File: src/rtl/mem_wb_stage.sv
// MEM/WB pipeline boundary: registers MEM results into WB and selects the write-back value.
// Turns memory readiness into a pipeline freeze and keeps saturating stall/memory-op counters.
module mem_wb_stage #(
  parameter int unsigned DATA_W = 32,
  parameter int unsigned REG_AW = 4,
  parameter int unsigned CNT_W  = 32
) (
  input  logic              clk,
  input  logic              rst,
  input  logic              mem_r_en,
  input  logic              mem_w_en,
  input  logic              mem_wb_en,
  input  logic [REG_AW-1:0] mem_dest,
  input  logic [DATA_W-1:0] alu_res,
  input  logic [DATA_W-1:0] mem_result,
  input  logic              mem_ready,
  input  logic              flush,
  output logic              freeze,
  output logic              wb_en,
  output logic [REG_AW-1:0] wb_dest,
  output logic [DATA_W-1:0] wb_value,
  output logic              fwd_valid,
  output logic [CNT_W-1:0]  stall_cnt,
  output logic [CNT_W-1:0]  mem_op_cnt
);

  typedef enum logic {StIdle, StWait} state_e;

  state_e              state_q, state_d;
  logic                wb_en_q, wb_en_d;
  logic [REG_AW-1:0]   wb_dest_q, wb_dest_d;
  logic [DATA_W-1:0]   wb_value_q, wb_value_d;
  logic [CNT_W-1:0]    stall_cnt_q, stall_cnt_d;
  logic [CNT_W-1:0]    mem_op_cnt_q, mem_op_cnt_d;
  logic                mem_req;

  // Once an access is in flight MEM is frozen, so flush only matters in idle.
  assign mem_req = (mem_r_en | mem_w_en) & ((state_q == StWait) | ~flush);
  assign freeze  = ~rst & mem_req & ~mem_ready;

  always_comb begin
    state_d      = state_q;
    wb_en_d      = wb_en_q;
    wb_dest_d    = wb_dest_q;
    wb_value_d   = wb_value_q;
    stall_cnt_d  = stall_cnt_q;
    mem_op_cnt_d = mem_op_cnt_q;

    if (freeze) begin
      state_d = StWait;
      wb_en_d = 1'b0;
      if (stall_cnt_q != {CNT_W{1'b1}}) begin
        stall_cnt_d = stall_cnt_q + 1'b1;
      end
    end else begin
      state_d    = StIdle;
      wb_dest_d  = mem_dest;
      wb_value_d = mem_r_en ? mem_result : alu_res;
      if (mem_req) begin
        wb_en_d = mem_wb_en;
        if (mem_op_cnt_q != {CNT_W{1'b1}}) begin
          mem_op_cnt_d = mem_op_cnt_q + 1'b1;
        end
      end else begin
        wb_en_d = mem_wb_en & ~flush;
      end
    end
  end

  always_ff @(posedge clk) begin
    if (rst) begin
      state_q      <= StIdle;
      wb_en_q      <= 1'b0;
      wb_dest_q    <= '0;
      wb_value_q   <= '0;
      stall_cnt_q  <= '0;
      mem_op_cnt_q <= '0;
    end else begin
      state_q      <= state_d;
      wb_en_q      <= wb_en_d;
      wb_dest_q    <= wb_dest_d;
      wb_value_q   <= wb_value_d;
      stall_cnt_q  <= stall_cnt_d;
      mem_op_cnt_q <= mem_op_cnt_d;
    end
  end

  assign wb_en      = wb_en_q;
  assign fwd_valid  = wb_en_q;
  assign wb_dest    = wb_dest_q;
  assign wb_value   = wb_value_q;
  assign stall_cnt  = stall_cnt_q;
  assign mem_op_cnt = mem_op_cnt_q;

endmodule

File: config.mk
export PLATFORM = sky130hd
export DESIGN_NAME = mem_wb_stage
export DESIGN_NICKNAME = d
export VERILOG_FILES = /design/src/rtl/mem_wb_stage.sv
export SDC_FILE = /design/constraint.sdc
export NUM_CORES = 1
export LEC_CHECK = 0
export CAP_MARGIN = 20
export CORE_ASPECT_RATIO = 2
export CORE_MARGIN = 2
export CORE_UTILIZATION = 30
export CTS_CLUSTER_SIZE = 40
export DETAILED_ROUTE_END_ITERATION = 16
export SETUP_SLACK_MARGIN = 0.1
export SYNTH_ARGS = -nofsm -noshare
export SYNTH_HDL_FRONTEND = slang
export SYNTH_SLANG_ARGS = --single-unit
export TNS_END_PERCENT = 5
File: constraint.sdc
create_clock -name clk -period 2.8 [get_ports clk]
set_clock_uncertainty 0.05 [all_clocks]
set_input_delay 0.56 -clock clk [delete_from_list [all_inputs] [get_ports clk]]
set_output_delay 0.56 -clock clk [all_outputs]
set_load 0.02 [all_outputs]
# Word-level counts from Yosys, hierarchy flattened

Index checks and enable logic that the tools add are counted.

Bits in registers: 102
Latch bits: 0
RAM bits: 0
Memory bits (read-only): 0
Input bits: 75
Output and inout bits: 103
Word-level logic and storage cells: 26
Memories kept: 0

Add/subtract/negate cells: 2
$mul: 0
Divide/modulo/power cells: 0
Magnitude comparators: 0
Equality and inequality tests: 2
Shifts and indexed selects: 0
Muxes and demuxes: 3
Bitwise gates (word level): 10
Reductions and logical operators: 3

Operators with widths:

| cell                  | number |
|---|---|
| $add 32x1->32 const B | 2 |
| $ne 32x32->1 const B  | 2 |
| $mux 32               | 1 |
| $and 1x1->1           | 4 |
| $not 1->1             | 4 |
| $reduce_and 3->1      | 1 |
| $mux 1                | 2 |
| $or 1x1->1            | 2 |
| $reduce_and 2->1      | 1 |
| $reduce_or 2->1       | 1 |

# Logic depth before layout (Yosys ltp)

Gate-level depths: netlist of the first run.

Word-level depth: 7
Gate-level depth with buffers: 8
Mapped depth without buffers: 6

# Worst setup path before layout of the first run

OpenSTA, ideal clock, no wires.

Kind: register to register
Start point: register stall_cnt_q[0] (netlist: stall_cnt[0])
End point: register stall_cnt_q[3] (netlist: stall_cnt[3])
Data arrival time: 2320 ps
Data required time: 2629 ps
Slack: 309 ps
Stages on the path, launching flop included: 7
Path buffers: 0
Period minus slack after synthesis: 2491 ps
Path through: dfxtp_1 > ha_1 > nand4_1 > nor4_2 > a31oi_1 > nand4_1 > mux2_2

Cells in the longest elaborated chain, start to end: 2
Elaborated cells between the ends (all ways): 3
Classes of those cells: add/sub: 1; eq/ne: 1; reduce/logical: 1

RTL lines:

| item                                                                  | line | source |
|---|---|---|
| start: declaration                                                    | 33   | `logic [CNT_W-1:0] stall_cnt_q, stall_cnt_d;` |
| start signal: assignment                                              | 83   | `stall_cnt_q <= stall_cnt_d;` |
| parallel branches: the longest is 2 deep, another holds $add 32x1->32 | --   |  |

Several ways; the timed one is not identified.
A chain may end at the register's enable or synchronous reset.

# Final worst setup path of the first run

Start point: input mem_ready
End point: register stall_cnt_q[27] (netlist: stall_cnt[27])

Cells in the longest elaborated chain, start to end: 3

RTL lines:

| item                              | line | source |
|---|---|---|
| start: declaration                | 16   | `input logic mem_ready,` |
| $not 1->1                         | 39   | `assign freeze = ~rst & mem_req & ~mem_ready;` |
| $and 1x1->1                       | 39   |  |
| $reduce_and 2->1 (no source line) | --   |  |

Every way passes these cells.

==> out/results.ini, run 1 <==
[synthesis]
synth-warning-count = 0
syn_area_per_cell_um2 = 8.55
synth_top_area_share_pct = 41.6
synth_xor_area_share_pct = 0.892
synth_edf_count = 0
async_flop_share_pct = 0
yosysUniqueCellTypes = 47
syn_nets = 651
yosys.area_share.simple_pct = 26.2
synthCells = 574
ys_seq_area_share_pct = 41.6
synth_compound_area_share_pct = 17.5
synth_top_flop_cell = dfxtp_1
yosys-mux-area-fraction_pct = 9.18
syn-cell-area_mm2 = 0.00491
synth_top_area_cell = dfxtp_1
synth-seq-cells = 102
synthTopCellsByArea = dfxtp_1 42%, o31ai_1 8.0%, mux2i_1 7.3%, a21oi_1 4.6%, nand2_1 4.5%
synthAdderAreaFrac_pct = 0.510
synth_top_family_by_area = simple AND/OR/NAND/NOR gates

[global_route]
antenna_found_initial = 0
track_usage_pct = 16.8
grt_max_degree = 66
grt_overflow_total = 0
grt_pass1_wl_um = 23500
grt_pass1_vias = 4620

[finish]
area_growth_pct = 48.3
fin_nets = 833
register_area_mm2 = 0.00204
nFillCells = 1620
n_antenna_cell = 0
drive_gt1_share_pct = 8.80
multi_input_area_mm2 = 0.00267
finalInstanceArea_mm2 = 0.00728

[setup_path]
critical_path_class = in -> reg
critical_path.endpoint_type = flop
critPathMaxFanout = 22
arrival_ns = 2.80
required_ns = 3.02
critPathSlowestCell = or4_4
path_buf_inv = 2
path_cells = clkdlybuf4s50_1, or2_1, or4_4, a31o_1, buf_4, or4_1, a21oi_1
crit_family = simple AND/OR/NAND/NOR gates
setup.worst_path.start_class = input port
max_stage_delay_ns = 0.55

[cts]
postCtsSetupRepairBufs = 0
ctsHoldBuffers = 0
max-clock-path-buffers = 2
clkTransAtPathRegs_ns = 0.06
root_buffer = clkbuf_16
cts_max_level = 3
cts_buffers = 9
cts_sinks = 102
cts_tree = built
clock_latency_ns = 0.35

[route]
via_per_inst = 5.13
wl_per_cell_um = 15.3
drt_iter0_markers = 153
drc = 0
ant_nets = 0
routed_wl_um = 14700
via_count = 4952
dr.pass1.iters = 5

[sta]
setup_ws_ns = 0.218
period_share_pct = 92.2
fmax_mhz = 387
relSlewSlack_pct = 56.9
rsz0062_at_grt = no
fin_crit_ns = 2.58
setup_violations = 0
worst_pin_slew_ns = 0.646
slew_violations = 0
finalHoldViolCount = 0

[placed_design]
dp_hpwl_um = 10900
port_buffers = 177
placed_cell_area_mm2 = 0.00701
pre_cts_ws_ns = -0.139
finalWeightedCongestion = 0.761

[worst_hold_path]
hp-class = reg -> reg

[run_status]
run_status = completed

[floorplanning]
pin_count = 178
die_h_um = 185
die-area_mm2 = 0.0175
start_util_pct = 30.5
core_mm2 = 0.0161
fp.dieW_um = 94.4
rows = 66

[pwr]
irDropWorstVdd_uv = 311
power_density_mw_per_mm2 = 427
power.leakage_nw = 2.50

[run]
cap_violations = 0

==> stage by stage <==
| step | hold WS [ns] | std cells | util, % | TNS (ns) | power, mW |
|---|---|---|---|---|---|
| floorplan | 0.410 | 574 | - | 0 | 1.74 |
| global placement | 0.382 | 949 | 43.5 | -0.981 | 1.98 |
| detailed placement | 0.388 | 949 | 43.5 | -1.36 | 1.98 |
| CTS | 0.403 | 965 | 45.2 | 0 | 3.17 |
| global route | 0.418 | 965 | 45.2 | 0 | 3.26 |
| finish | 0.396 | 965 | 45.2 | 0 | 3.11 |
==> placed cells by master (no fill, tap or decap), drive strengths merged, types with 8 or more instances in the layout <==
master	instances
a21oi	45
and3	10
buf	32
clkbuf	12
clkdlybuf4s50	174
dfxtp	102
inv	15
mux2	8
mux2i	36
nand2	59
nand2b	8
nand3	25
nand4	21
nor2	27
nor3	8
o21ai	26
o31ai	52
or3	23
or4	22
==> repair_timing <==
item	4_1_cts	5_1_grt
hold endpoints to repair	0	0
resized for setup	1	1
endpoints found under the setup margin	1	5
==> worst paths after layout <==
path              endpoint  slack, ns            from  cells after the start
max          stall_cnt[27]       0.22       mem_ready                      7
min           wb_value[20]       0.40    wb_value[20]                      2
max reg2reg  mem_op_cnt[2]       0.39  mem_op_cnt[18]                      6
min reg2reg   wb_value[20]       0.40    wb_value[20]                      2
==> synthesized netlist by cell type, drive strengths merged (8+ instances only) <==
cell and n:
mux2 8, clkbuf 25, nand4 21, and3 10, buf 11, or4 22, nor3 8, o31ai 52
nand2b 8, nor2 27, or3 23, a21oi 45, inv 15, nand2 59, mux2i 36, dfxtp 102
o21ai 26, nand3 25
==> worst reg2reg max path, stage by stage, from the launching register on <==
cell     delay [ns]
dfxtp_1        0.41
nand3_1        0.21
or4_4          0.62
o31ai_2        0.49
buf_4          0.22
nor2_1         0.04
mux2_2         0.26
==> logic make-up (layout without fill, tap and decap cells) <==
| family | count (synthesis) | in the layout |
|---|---|---|
| compound gates | 136 | 136 |
| xor+xnor | 5 | 5 |
| fa+ha+maj | 2 | 2 |
| buf+inv | 51 | 238 |
| flops | 102 | 102 |
| mux | 44 | 44 |
| simple gates | 234 | 234 |
==> per-layer routing <==
metal,up-vias,share of wire [%],global-route usage (%)
met1,2252,45,22.0
met2,183,44,27.1
li1,2504,-,-
met3,13,9.1,4.11
met5,-,0,0
met4,0,1.4,5.39
==> final cells by class <==
cell class	count	share of cell area (%)
Sequential cell	102	28.1
Inverter	15	0.773
Timing Repair Buffer	207	27.3
Clock buffer	12	3.39
Clock inverter	4	0.309
Multi-Input combinational cell	421	36.7
Tap cell	204	3.51
==> where the power goes <==
group | switching (mW) | internal, mW
clock network | 0.541 | 0.624
logic | 0.192 | 0.230
registers | 0.0249 | 1.50
total | 0.758 | 2.35
==> state kept, by name, summed over array words and instances, names as in the netlist <==
signal      flops
fwd_valid       1
mem_op_cnt     32
stall_cnt      32
state_q         1
wb_dest         4
wb_value       32
Power figures use the tool's default switching activity.
==> inputs of run 2 (changes only) <==
--- a/config.mk
+++ b/config.mk
@@ -12,6 +12,7 @@
 export CTS_CLUSTER_SIZE = 40
 export DETAILED_ROUTE_END_ITERATION = 16
 export SETUP_SLACK_MARGIN = 0.1
+export SKIP_LAST_GASP = 1
 export SYNTH_ARGS = -nofsm -noshare
 export SYNTH_HDL_FRONTEND = slang
 export SYNTH_SLANG_ARGS = --single-unit
==> results of run 2 <==
No change in the layout: final DEF, timing and power equal those of run 1.
==> inputs of run 3 (changes only) <==
--- a/config.mk
+++ b/config.mk
@@ -11,6 +11,7 @@
 export CORE_UTILIZATION = 30
 export CTS_CLUSTER_SIZE = 40
 export DETAILED_ROUTE_END_ITERATION = 16
+export MAX_ROUTING_LAYER = met4
 export SETUP_SLACK_MARGIN = 0.1
 export SKIP_LAST_GASP = 1
 export SYNTH_ARGS = -nofsm -noshare
==> run 3 against run 2 <==
Compared with the run above: global-route usage rose by 0.45 points; critical endpoint unchanged; register-to-register slack barely moved; largest cell class unchanged; combinational power barely moved; clock power barely moved; core utilization did not move; sequential power barely moved; critical path depth did not move; sequential share of layout area did not move; worst setup slack got worse by 0.0015 ns; largest power group unchanged; hold slack barely moved; cell area did not move; first-iteration DRC count rose by 14%.
==> out/results.ini, run 3 (synthesis results as in run 1) <==
[route]
via_per_inst = 5.13  ; about the same
via_count = 4950  ; was 4952
routed_wl_um = 14700  ; about the same
ant_nets = 0  ; unchanged
drc = 0  ; unchanged
drt_iter0_markers = 174  ; was 153
wl_per_cell_um = 15.2  ; was 15.3 um
dr.pass1.iters = 4  ; was 5

[global_route]
grt_pass1_vias = 4627  ; was 4620
track_usage_pct = 17.3  ; was 16.8%
grt_max_degree = 66  ; unchanged
grt_pass1_wl_um = 23500  ; about the same
antenna_found_initial = 0  ; unchanged
grt_overflow_total = 0  ; unchanged

[pwr]
power.leakage_nw = 2.50  ; unchanged
power_density_mw_per_mm2 = 428  ; was 427 mW/mm^2
total_power_mw = 3.11  ; about the same
irDropWorstVdd_uv = 311  ; about the same

[floorplanning]
core_mm2 = 0.0161  ; unchanged
rows = 66  ; unchanged
start_util_pct = 30.5  ; unchanged
die_h_um = 185  ; unchanged
fp.dieW_um = 94.4  ; unchanged
pin_count = 178  ; unchanged
die-area_mm2 = 0.0175  ; unchanged

[placed_design]
dp_hpwl_um = 10900  ; unchanged
port_buffers = 177  ; unchanged
finalWeightedCongestion = 0.771  ; was 0.761
pre_cts_ws_ns = -0.139  ; unchanged

[setup_path]
critical_path_class = in -> reg  ; unchanged
r2r_start = mem_op_cnt[18]  ; unchanged
critPathMaxFanout = 22  ; unchanged
critical_path.endpoint_type = flop  ; unchanged
startpoint = mem_ready  ; unchanged
setup.worst_path.start_class = input port  ; unchanged
arrival_ns = 2.81  ; was 2.80 ns
required_ns = 3.02  ; about the same

[finish]
area_growth_pct = 48.3  ; unchanged
final_common_cell = clkdlybuf4s50_1  ; unchanged
fin_nets = 833  ; unchanged
layout_common_cells = 174 x clkdlybuf4s50_1, 102 x dfxtp_1, 59 x nand2_1  ; unchanged
n_antenna_cell = 0  ; unchanged
drive_gt1_share_pct = 8.80  ; unchanged

[worst_hold_path]
hp-class = reg -> reg  ; unchanged
min-delay-start = wb_value[20]  ; unchanged

[run]
cap_violations = 0  ; unchanged

[sta]
finalHoldViolCount = 0  ; unchanged
fmax_mhz = 387  ; about the same
setup_violations = 0  ; unchanged
period_share_pct = 92.3  ; was 92.2%
fin_crit_ns = 2.58  ; about the same
worst_pin_slew_ns = 0.643  ; was 0.646 ns
hold_slack_ns = 0.396  ; about the same
setup_ws_ns = 0.216  ; was 0.218 ns
rsz0062_at_grt = no  ; unchanged
slew_violations = 0  ; unchanged
setup_tns_ns = 0  ; unchanged
relSlewSlack_pct = 57.1  ; was 56.9%

[cts]
ctsHoldBuffers = 0  ; unchanged
postCtsSetupRepairBufs = 0  ; unchanged
cts_tree = built  ; unchanged
root_buffer = clkbuf_16  ; unchanged
max-clock-path-buffers = 2  ; unchanged
cts_sinks = 102  ; unchanged
cts_max_level = 3  ; unchanged
clkTransAtPathRegs_ns = 0.06  ; about the same
clock_latency_ns = 0.35  ; about the same
cts_buffers = 9  ; unchanged

[run_status]
run_status = completed  ; unchanged

[run 3: cell counts in the layout (fill, tap and decap cells not counted)]
Identical to the previous run, type by type.
[run 3: final cells by class]
class / count / area (um^2)
clock buffers: 12 / 246
clock inverters: 4 / 22.5
fillers: 1620 / 8820
inverters: 15 / 56.3
multi-input cells: 421 / 2670
flip-flops and latches: 102 / 2040
well taps: 204 / 255
repair buffers: 207 / 1990
[run 3: power by group]
part	internal, mW	switching (mW)
Combinational	0.230	0.192
Clock	0.624	0.544
Sequential	1.50	0.0250
[run 3: path summary, 6_finish.rpt]
path	endpoint	slack, ns	cells past startpoint
hold / removal	wb_value[20]	0.40	2
setup / recovery	stall_cnt[27]	0.22	7
hold reg to reg	wb_value[20]	0.40	2
setup reg to reg	mem_op_cnt[2]	0.39	6
[run 3: metal layers]
layer | GRT usage (%) | share of wire [%] | wire (um) | vias up
li1 | - | - | - | 2503
met1 | 22.1 | 45 | 6610 | 2249
met2 | 27.1 | 45 | 6560 | 185
met3 | 3.78 | 8.9 | 1310 | 13
met4 | 5.39 | 1.5 | 217 | 0
met5 | - | 0 | 0 | -
[run 3: critical path, cell delays in order]
cell and delay (ns):
clkdlybuf4s50_1 0.43, or2_1 0.23, or4_4 0.55, a31o_1 0.22
buf_4 0.20, or4_1 0.47, a21oi_1 0.14
[run 3: stage by stage]
stage / instance area [um^2] / std cells / utilization (%)
after floorplan: 4910 / 574 / -
after global placement: 7010 / 949 / 43.5
after detailed placement: 7010 / 949 / 43.5
after CTS: 7270 / 965 / 45.2
after global routing: 7280 / 965 / 45.2
final: 7280 / 965 / 45.2
[run 3: timing repair]
| action | 4_1_cts | 5_1_grt |
|---|---|---|
| hold endpoints to repair | 0 | 0 |
| resized for setup | 1 | 1 |
| endpoints found under the setup margin | 1 | 5 |
